### src/rtl/vram_host_arbiter.sv
// Shares one single-port, registered-read VRAM between the display readout path
// (never preempted) and an asynchronous host bus with one posted write and one pending read.
module vram_host_arbiter #(
  parameter int unsigned ADDR_W      = 13,
  parameter int unsigned DATA_W      = 8,
  parameter int unsigned SYNC_STAGES = 2
) (
  input  logic              clk,
  input  logic              rst,
  input  logic [ADDR_W-1:0] hostAddr,
  input  logic [DATA_W-1:0] hostDataIn,
  input  logic              nHostWr,
  input  logic              nHostRd,
  output logic [DATA_W-1:0] hostDataOut,
  output logic              hostDataOe,
  output logic              hostBusy,
  output logic              wrDropped,
  input  logic              dispReq,
  input  logic [ADDR_W-1:0] dispAddr,
  output logic [DATA_W-1:0] dispData,
  output logic              dispValid,
  output logic [ADDR_W-1:0] vramAddr,
  output logic [DATA_W-1:0] vramWrData,
  output logic              vramWr,
  input  logic [DATA_W-1:0] vramRdData
);

  typedef enum logic [1:0] {GNT_IDLE, GNT_DISP, GNT_HWR, GNT_HRD} grant_e;

  grant_e                 grant_q, grant_d;
  logic [SYNC_STAGES-1:0] wr_sync_q, rd_sync_q;
  logic                   wr_hist_q, rd_hist_q;
  logic                   wr_synced, rd_synced, wr_edge, rd_edge;
  logic                   wr_pend_q, wr_pend_d, rd_pend_q, rd_pend_d;
  logic [ADDR_W-1:0]      wr_addr_q, wr_addr_d, rd_addr_q, rd_addr_d, last_addr_q;
  logic [DATA_W-1:0]      wr_data_q, wr_data_d, host_data_q, host_data_d;
  logic                   rd_done_q, rd_done_d, busy_q, busy_d, wr_dropped_q, wr_dropped_d;

  assign wr_synced = wr_sync_q[SYNC_STAGES-1];
  assign rd_synced = rd_sync_q[SYNC_STAGES-1];
  assign wr_edge   = ~wr_synced & wr_hist_q;
  assign rd_edge   = ~rd_synced & rd_hist_q;

  // State registers; strobe synchronisers idle high
  always_ff @(posedge clk or posedge rst) begin
    if (rst) begin
      wr_sync_q    <= '1;
      rd_sync_q    <= '1;
      wr_hist_q    <= 1'b1;
      rd_hist_q    <= 1'b1;
      grant_q      <= GNT_IDLE;
      wr_pend_q    <= 1'b0;
      rd_pend_q    <= 1'b0;
      wr_addr_q    <= '0;
      wr_data_q    <= '0;
      rd_addr_q    <= '0;
      last_addr_q  <= '0;
      host_data_q  <= '0;
      rd_done_q    <= 1'b0;
      busy_q       <= 1'b0;
      wr_dropped_q <= 1'b0;
    end else begin
      wr_sync_q    <= {wr_sync_q[SYNC_STAGES-2:0], nHostWr};
      rd_sync_q    <= {rd_sync_q[SYNC_STAGES-2:0], nHostRd};
      wr_hist_q    <= wr_synced;
      rd_hist_q    <= rd_synced;
      grant_q      <= grant_d;
      wr_pend_q    <= wr_pend_d;
      rd_pend_q    <= rd_pend_d;
      wr_addr_q    <= wr_addr_d;
      wr_data_q    <= wr_data_d;
      rd_addr_q    <= rd_addr_d;
      last_addr_q  <= vramAddr;
      host_data_q  <= host_data_d;
      rd_done_q    <= rd_done_d;
      busy_q       <= busy_d;
      wr_dropped_q <= wr_dropped_d;
    end
  end

  // Grant, VRAM drive and buffer next-state
  always_comb begin
    grant_d      = GNT_IDLE;
    vramAddr     = last_addr_q;
    vramWrData   = '0;
    vramWr       = 1'b0;
    wr_pend_d    = wr_pend_q;
    wr_addr_d    = wr_addr_q;
    wr_data_d    = wr_data_q;
    rd_pend_d    = rd_pend_q;
    rd_addr_d    = rd_addr_q;
    host_data_d  = host_data_q;
    rd_done_d    = rd_done_q;
    wr_dropped_d = wr_edge & wr_pend_q;

    // A read already in flight is not reissued while its data returns
    if (dispReq) begin
      grant_d = GNT_DISP;
    end else if (wr_pend_q) begin
      grant_d = GNT_HWR;
    end else if (rd_pend_q && (grant_q != GNT_HRD)) begin
      grant_d = GNT_HRD;
    end

    unique case (grant_d)
      GNT_DISP: vramAddr = dispAddr;
      GNT_HWR: begin
        vramAddr   = wr_addr_q;
        vramWrData = wr_data_q;
        vramWr     = 1'b1;
        wr_pend_d  = 1'b0;
      end
      GNT_HRD:  vramAddr = rd_addr_q;
      default:  ;
    endcase

    if (wr_edge && !wr_pend_q) begin
      wr_pend_d = 1'b1;
      wr_addr_d = hostAddr;
      wr_data_d = hostDataIn;
    end

    if (rd_synced) begin
      rd_done_d = 1'b0;
    end
    if (grant_q == GNT_HRD) begin
      host_data_d = vramRdData;
      rd_pend_d   = 1'b0;
      rd_done_d   = 1'b1;
    end

    if (rd_edge && !rd_pend_q) begin
      rd_pend_d = 1'b1;
      rd_addr_d = hostAddr;
    end

    busy_d = wr_pend_d | rd_pend_d;
  end

  assign hostDataOut = host_data_q;
  assign hostDataOe  = rd_done_q & ~rd_synced;
  assign hostBusy    = busy_q;
  assign wrDropped   = wr_dropped_q;
  assign dispValid   = (grant_q == GNT_DISP);
  assign dispData    = dispValid ? vramRdData : '0;

endmodule

### config.mk
export PLATFORM = sky130hd
export DESIGN_NAME = vram_host_arbiter
export DESIGN_NICKNAME = d
export VERILOG_FILES = /design/src/rtl/vram_host_arbiter.sv
export SDC_FILE = /design/constraint.sdc
export NUM_CORES = 1
export LEC_CHECK = 0
export ABC_AREA = 1
export CAP_MARGIN = 20
export CORE_ASPECT_RATIO = 0.7
export CORE_MARGIN = 2
export CORE_UTILIZATION = 35
export CTS_CLUSTER_SIZE = 10
export DETAILED_ROUTE_END_ITERATION = 12
export GPL_TIMING_DRIVEN = 0
export SLEW_MARGIN = 40
export SYNTH_ARGS = -nofsm -noshare
export SYNTH_HDL_FRONTEND = slang
export SYNTH_SLANG_ARGS = --single-unit
### constraint.sdc
create_clock -name clk -period 2.25 [get_ports clk]
set_input_delay 0.45 -clock clk [delete_from_list [all_inputs] [get_ports clk]]
set_output_delay 0.45 -clock clk [all_outputs]
set_load 0.01 [all_outputs]
# Word-level counts from Yosys, hierarchy flattened
# Cells that the tools add are included.
dict set report totals {
  register_bits 68
  in_bits 47
  output_inout_bits 42
  wordCells 47
}
dict set report op_classes {
  eq_ne 6
  n_mux 13
  n_bitwise 7
  n_reduce_logical 6
}
# operator count
set op_table {}
lappend op_table {{13-bit one-hot mux with 3 select lines} 1}
lappend op_table {{8-bit two-way mux} 2}
lappend op_table {{1-bit two-way mux} 7}
lappend op_table {{2-bit == test, second input constant} 3}
lappend op_table {{2-bit two-way mux} 3}
lappend op_table {{1-bit bitwise AND} 4}
lappend op_table {{2-bit by 1-bit == test with 1-bit output, second input constant} 2}
lappend op_table {{1-bit logical AND} 3}
lappend op_table {{1-bit logical NOT} 2}
lappend op_table {{2-bit inequality test, second input constant} 1}
lappend op_table {{1-bit NOT} 2}
lappend op_table {{2-bit nonzero test} 1}
lappend op_table {{1-bit OR} 1}

# Depth between registers and ports, before layout
dict set report logic_depth {
  word_depth 9
  ltp_mapped 7
  ltp_nobuf 6
}

# Worst setup path after synthesis
# No wires, ideal clock.
dict set report synth_path {
  path_kind {input-to-output}
  start {in dispReq}
  end {out vramAddr[0]}
  arrival_ns 1.117
  required_ns 1.800
  path_slack_ns 0.683
  stages 7
  n_path_buf 2
  cell_sequence {buf_6 inv_4 nand4_4 buf_6 nor2_1 nor2_1 nand2_1}
}
dict set report synth_between {
  elab_chain_cells 3
  word_cells_on_any_way 5
  cone_classes {eq/ne: 3; mux: 2}
}
# item line_no
set synth_rtl {}
lappend synth_rtl {{start, declared} 18} ;# input logic dispReq,
lappend synth_rtl {{2-bit two-way mux *} 97} ;# if (dispReq) begin
lappend synth_rtl {{2-bit == test or 2-bit by 1-bit == test with 1-bit output (tied branches)} 105} ;# unique case (grant_d)
lappend synth_rtl {{13-bit one-hot mux with 3 select lines *} 105}
lappend synth_rtl {{end, declared} 22} ;# output logic [ADDR_W-1:0] vramAddr,
# Every way passes the cells marked *; elsewhere a longest branch is shown, timed or not.

# Worst setup path after layout
dict set report layout_path {
  start {reg grant_q[1]}
  end {out dispData[4]}
}
dict set report layout_between {
  elab_chain_cells 2
}
# item line_no
set layout_rtl {}
lappend layout_rtl {{start, declared} 30} ;# grant_e grant_q, grant_d;
lappend layout_rtl {{start signal, assigned} 67} ;# grant_q <= grant_d;
lappend layout_rtl {{2-bit by 1-bit == test with 1-bit output} 144} ;# assign dispValid = (grant_q == GNT_DISP);
lappend layout_rtl {{8-bit two-way mux} 145} ;# assign dispData = dispValid ? vramRdData : '0;
lappend layout_rtl {{end, declared} 20} ;# output logic [DATA_W-1:0] dispData,
# Every way passes these cells.

==> impl_metrics.env <==
export IMPL_status="finished clean"
export IMPL_drv_slew=0
export IMPL_cts_buffers=9
export IMPL_syn_area_um2=3050
export IMPL_io_pins=89
export IMPL_synth_edf_count=0
export IMPL_dr_pass1_iters=4
export IMPL_fin_setup_tns_ns=0
export IMPL_max_stage_delay_ns=0.54
export IMPL_syn2layout_area_growth_pct=46.8
export IMPL_power_mw=4.53
export IMPL_tightestPinTransition_ns=0.337
export IMPL_htree_levels=3
export IMPL_place_ws_ns=0.000892
export IMPL_setup_slack_ns=0.134
export IMPL_core_area_um2=8440
export IMPL_rows=28
export IMPL_wire_per_inst_um=12.7
export IMPL_pwr_share_clk_pct=30.4
export IMPL_critPathSlowestCell="clkdlybuf4s50_1"
export IMPL_cp_cell_sequence="nor2_2 > inv_2 > nor2_1 > clkdlybuf4s50_1"
export IMPL_ant_nets=0
export IMPL_drc=0
export IMPL_skew_ns=0.00724
export IMPL_synthFlopType="dfrtp_1"
export IMPL_crit_arrival_ns=1.67
export IMPL_fillers=809
export IMPL_final_util_pct=53.0
export IMPL_ys_ff_latch=68
export IMPL_min_path_type="input port to asynchronous set/reset pin"
export IMPL_ff_latch_area_um2=1710
export IMPL_dp_hpwl_mm=5.53
export IMPL_ys_types=22
export IMPL_drtIter0Drc=124
export IMPL_r2r_slack_ns=0.97
export IMPL_clkTransAtPathRegs_ns=0.05
export IMPL_cp_num_buf_inv=2
export IMPL_hold_ws_ns=0.356
export IMPL_end_kind="primary output"
export IMPL_die_w_um=116
export IMPL_finalCriticalPeriod_ns=2.12
export IMPL_dieArea_um2=9480
export IMPL_vias_per_cell=4.27
export IMPL_multi_input_area_um2=940
export IMPL_synth_cells=366
export IMPL_cp_top_family="buffers and inverters"
export IMPL_switching_share_pct=30.6
export IMPL_vdd_drop_max_uv=413
export IMPL_ys_top_cells_by_area="dfrtp_1 (51%), nand2_1 (11%), inv_1 (9.0%)"
export IMPL_cts_tree="done"
export IMPL_cts_max_path_buffers=2
export IMPL_final_net_count=519
export IMPL_p_sw_mw=1.39
export IMPL_rsz0062_at_grt="no"
export IMPL_yosysMostFrequentCell="nand2_1"
export IMPL_power_internal_mw=3.14
export IMPL_power_frac_seq_pct=39.3
export IMPL_dieHeight_um=82.1
export IMPL_routed_wl_mm=7.56
export IMPL_slew_headroom_pct=77.6
export IMPL_ys_seq_area_share_pct=56.1
export IMPL_leakage_nw=2.45
export IMPL_crit_fanout=8
export IMPL_track_usage_pct=17.3
export IMPL_fmax_mhz=473
export IMPL_setup_violations=0
export IMPL_max_cap_viol_count=0
export IMPL_vias=2547
export IMPL_grt_pass1_vias=2483
export IMPL_synthTopCellsByCount="nand2_1 (86), inv_1 (73), dfrtp_1 (62)"
export IMPL_powerDensity_nw_per_um2=1010
export IMPL_grt_ovfl_total=0
export IMPL_yosysTopAreaCellShare_pct=50.9
export IMPL_syn_avg_cell_area_um2=8.33
export IMPL_cts_hold_buffers_added=0
export IMPL_syn_nets=413
export IMPL_port_buffers=87
export IMPL_grt_antenna_before_repair=0
export IMPL_worst_ep_required_time_ns=1.80
export IMPL_gp_congestion=0.792
export IMPL_grt_pass1_wl_mm=12.2
export IMPL_clk_latency_ns=0.33
export IMPL_crit_type="flop to primary output"
export IMPL_numClockSinks=68
export IMPL_root_buffer="clkbuf_16"
export IMPL_pwr_share_comb_pct=30.3
export IMPL_async_reset_ff_share_pct=100
export IMPL_num_antenna_cells=0
export IMPL_synth_largest_area_cell="dfrtp_1"
export IMPL_hold_viol=0
export IMPL_layout_drive_gt1_share_pct=11.5
export IMPL_grt_max_degree=40
export IMPL_yosys_warnings=0
export IMPL_start_util_pct=36.1
export IMPL_cp_start_kind="flop"
export IMPL_finalCritPeriodShare_pct=94.0
kinds of logic (layout without fill, tap and decap cells):
| family | after synthesis | count (layout) | share of synthesized area (%) |
|---|---|---|---|
| AOI/OAI and AO/OA | 46 | 46 | 7.55 |
| buffers and inverters | 91 | 202 | 13.2 |
| DFF | 68 | 68 | 56.1 |
| and+or+nand+nor | 161 | 161 | 23.2 |
worst paths after layout:
kind                               from            to  cells past startpoint
min in group clk           rd_sync_q[0]  rd_sync_q[1]                      0
setup / recovery             grant_q[1]   dispData[4]                      4
hold reg to reg            rd_sync_q[0]  rd_sync_q[1]                      0
hold / removal                      rst  wr_data_q[0]                      2
setup reg to reg             grant_q[1]     rd_done_q                      4
max in group asynchronous           rst  wr_addr_q[1]                      4
final cells by class:
class	instances	share of cell area, %
timing repair buffer	95	21.7
inverter	77	6.63
clock inverter	4	1.09
tap	120	3.36
sequential	68	38.2
clock buffer	12	5.51
buffer	14	2.52
multi-input combinational	207	21.0
per-stage QoR:
step,cells,cell area (um^2)
2_1_floorplan,366,3050
3_3_place_gp,573,4070
3_5_place_dp,575,4120
4_1_cts,594,4430
5_1_grt,597,4470
6_report,597,4470
placed cells by master, fill, tap and decap left out, types with 9 or more instances in the layout:
master	synthesis	routed
dlygate4sd2_1	0	12
dfrtp_1	62	62
dlymetal6s2s_1	0	9
nand4_1	13	13
inv_1	73	71
o21ai_1	10	10
clkdlybuf4s50_1	0	66
o21ai_0	28	28
nor2_1	53	52
clkbuf_16	0	9
nand2_1	86	86
metal layers:
metal / wire [um] / track usage, % / part of all wire, % / vias to the layer above
li1: - / - / - / 1312
met1: 3720 / 22.5 / 49 / 1159
met2: 3320 / 27.9 / 44 / 70
met3: 432 / 5.31 / 5.7 / 6
met4: 80 / 5.30 / 1.1 / 0
met5: 0 / 0 / 0 / -
what timing repair did:
action / CTS / global route
buffers inserted: 3 / 3
endpoints found under the setup margin: 13 / 18
pin swaps: 1 / 0
gates resized for setup: 14 / 11
power groups by stage:
stage               Clock (mW)  Combinational [mW]  Sequential (mW)
global route              1.48                1.56             1.82
CTS                       1.40                1.39             1.78
detailed placement           0                1.42             1.79
finish                    1.37                1.37             1.78
floorplan                    0               0.721             1.80
global placement             0                1.38             1.78
state kept, by name (all words and copies together), names as in the netlist, 2 cells and up:
name and count:
grant_q 2, hostDataOut 8, last_addr_q 13, rd_addr_q 13
rd_sync_q 2, wr_addr_q 13, wr_data_q 8, wr_sync_q 2
worst register-to-register path, stage by stage (launching register included):
cell and delay [ns]:
dfrtp_1 0.41, nand2_4 0.11, buf_4 0.16, clkbuf_1 0.30, o21ai_0 0.16
Power figures use the tool's default switching activity.
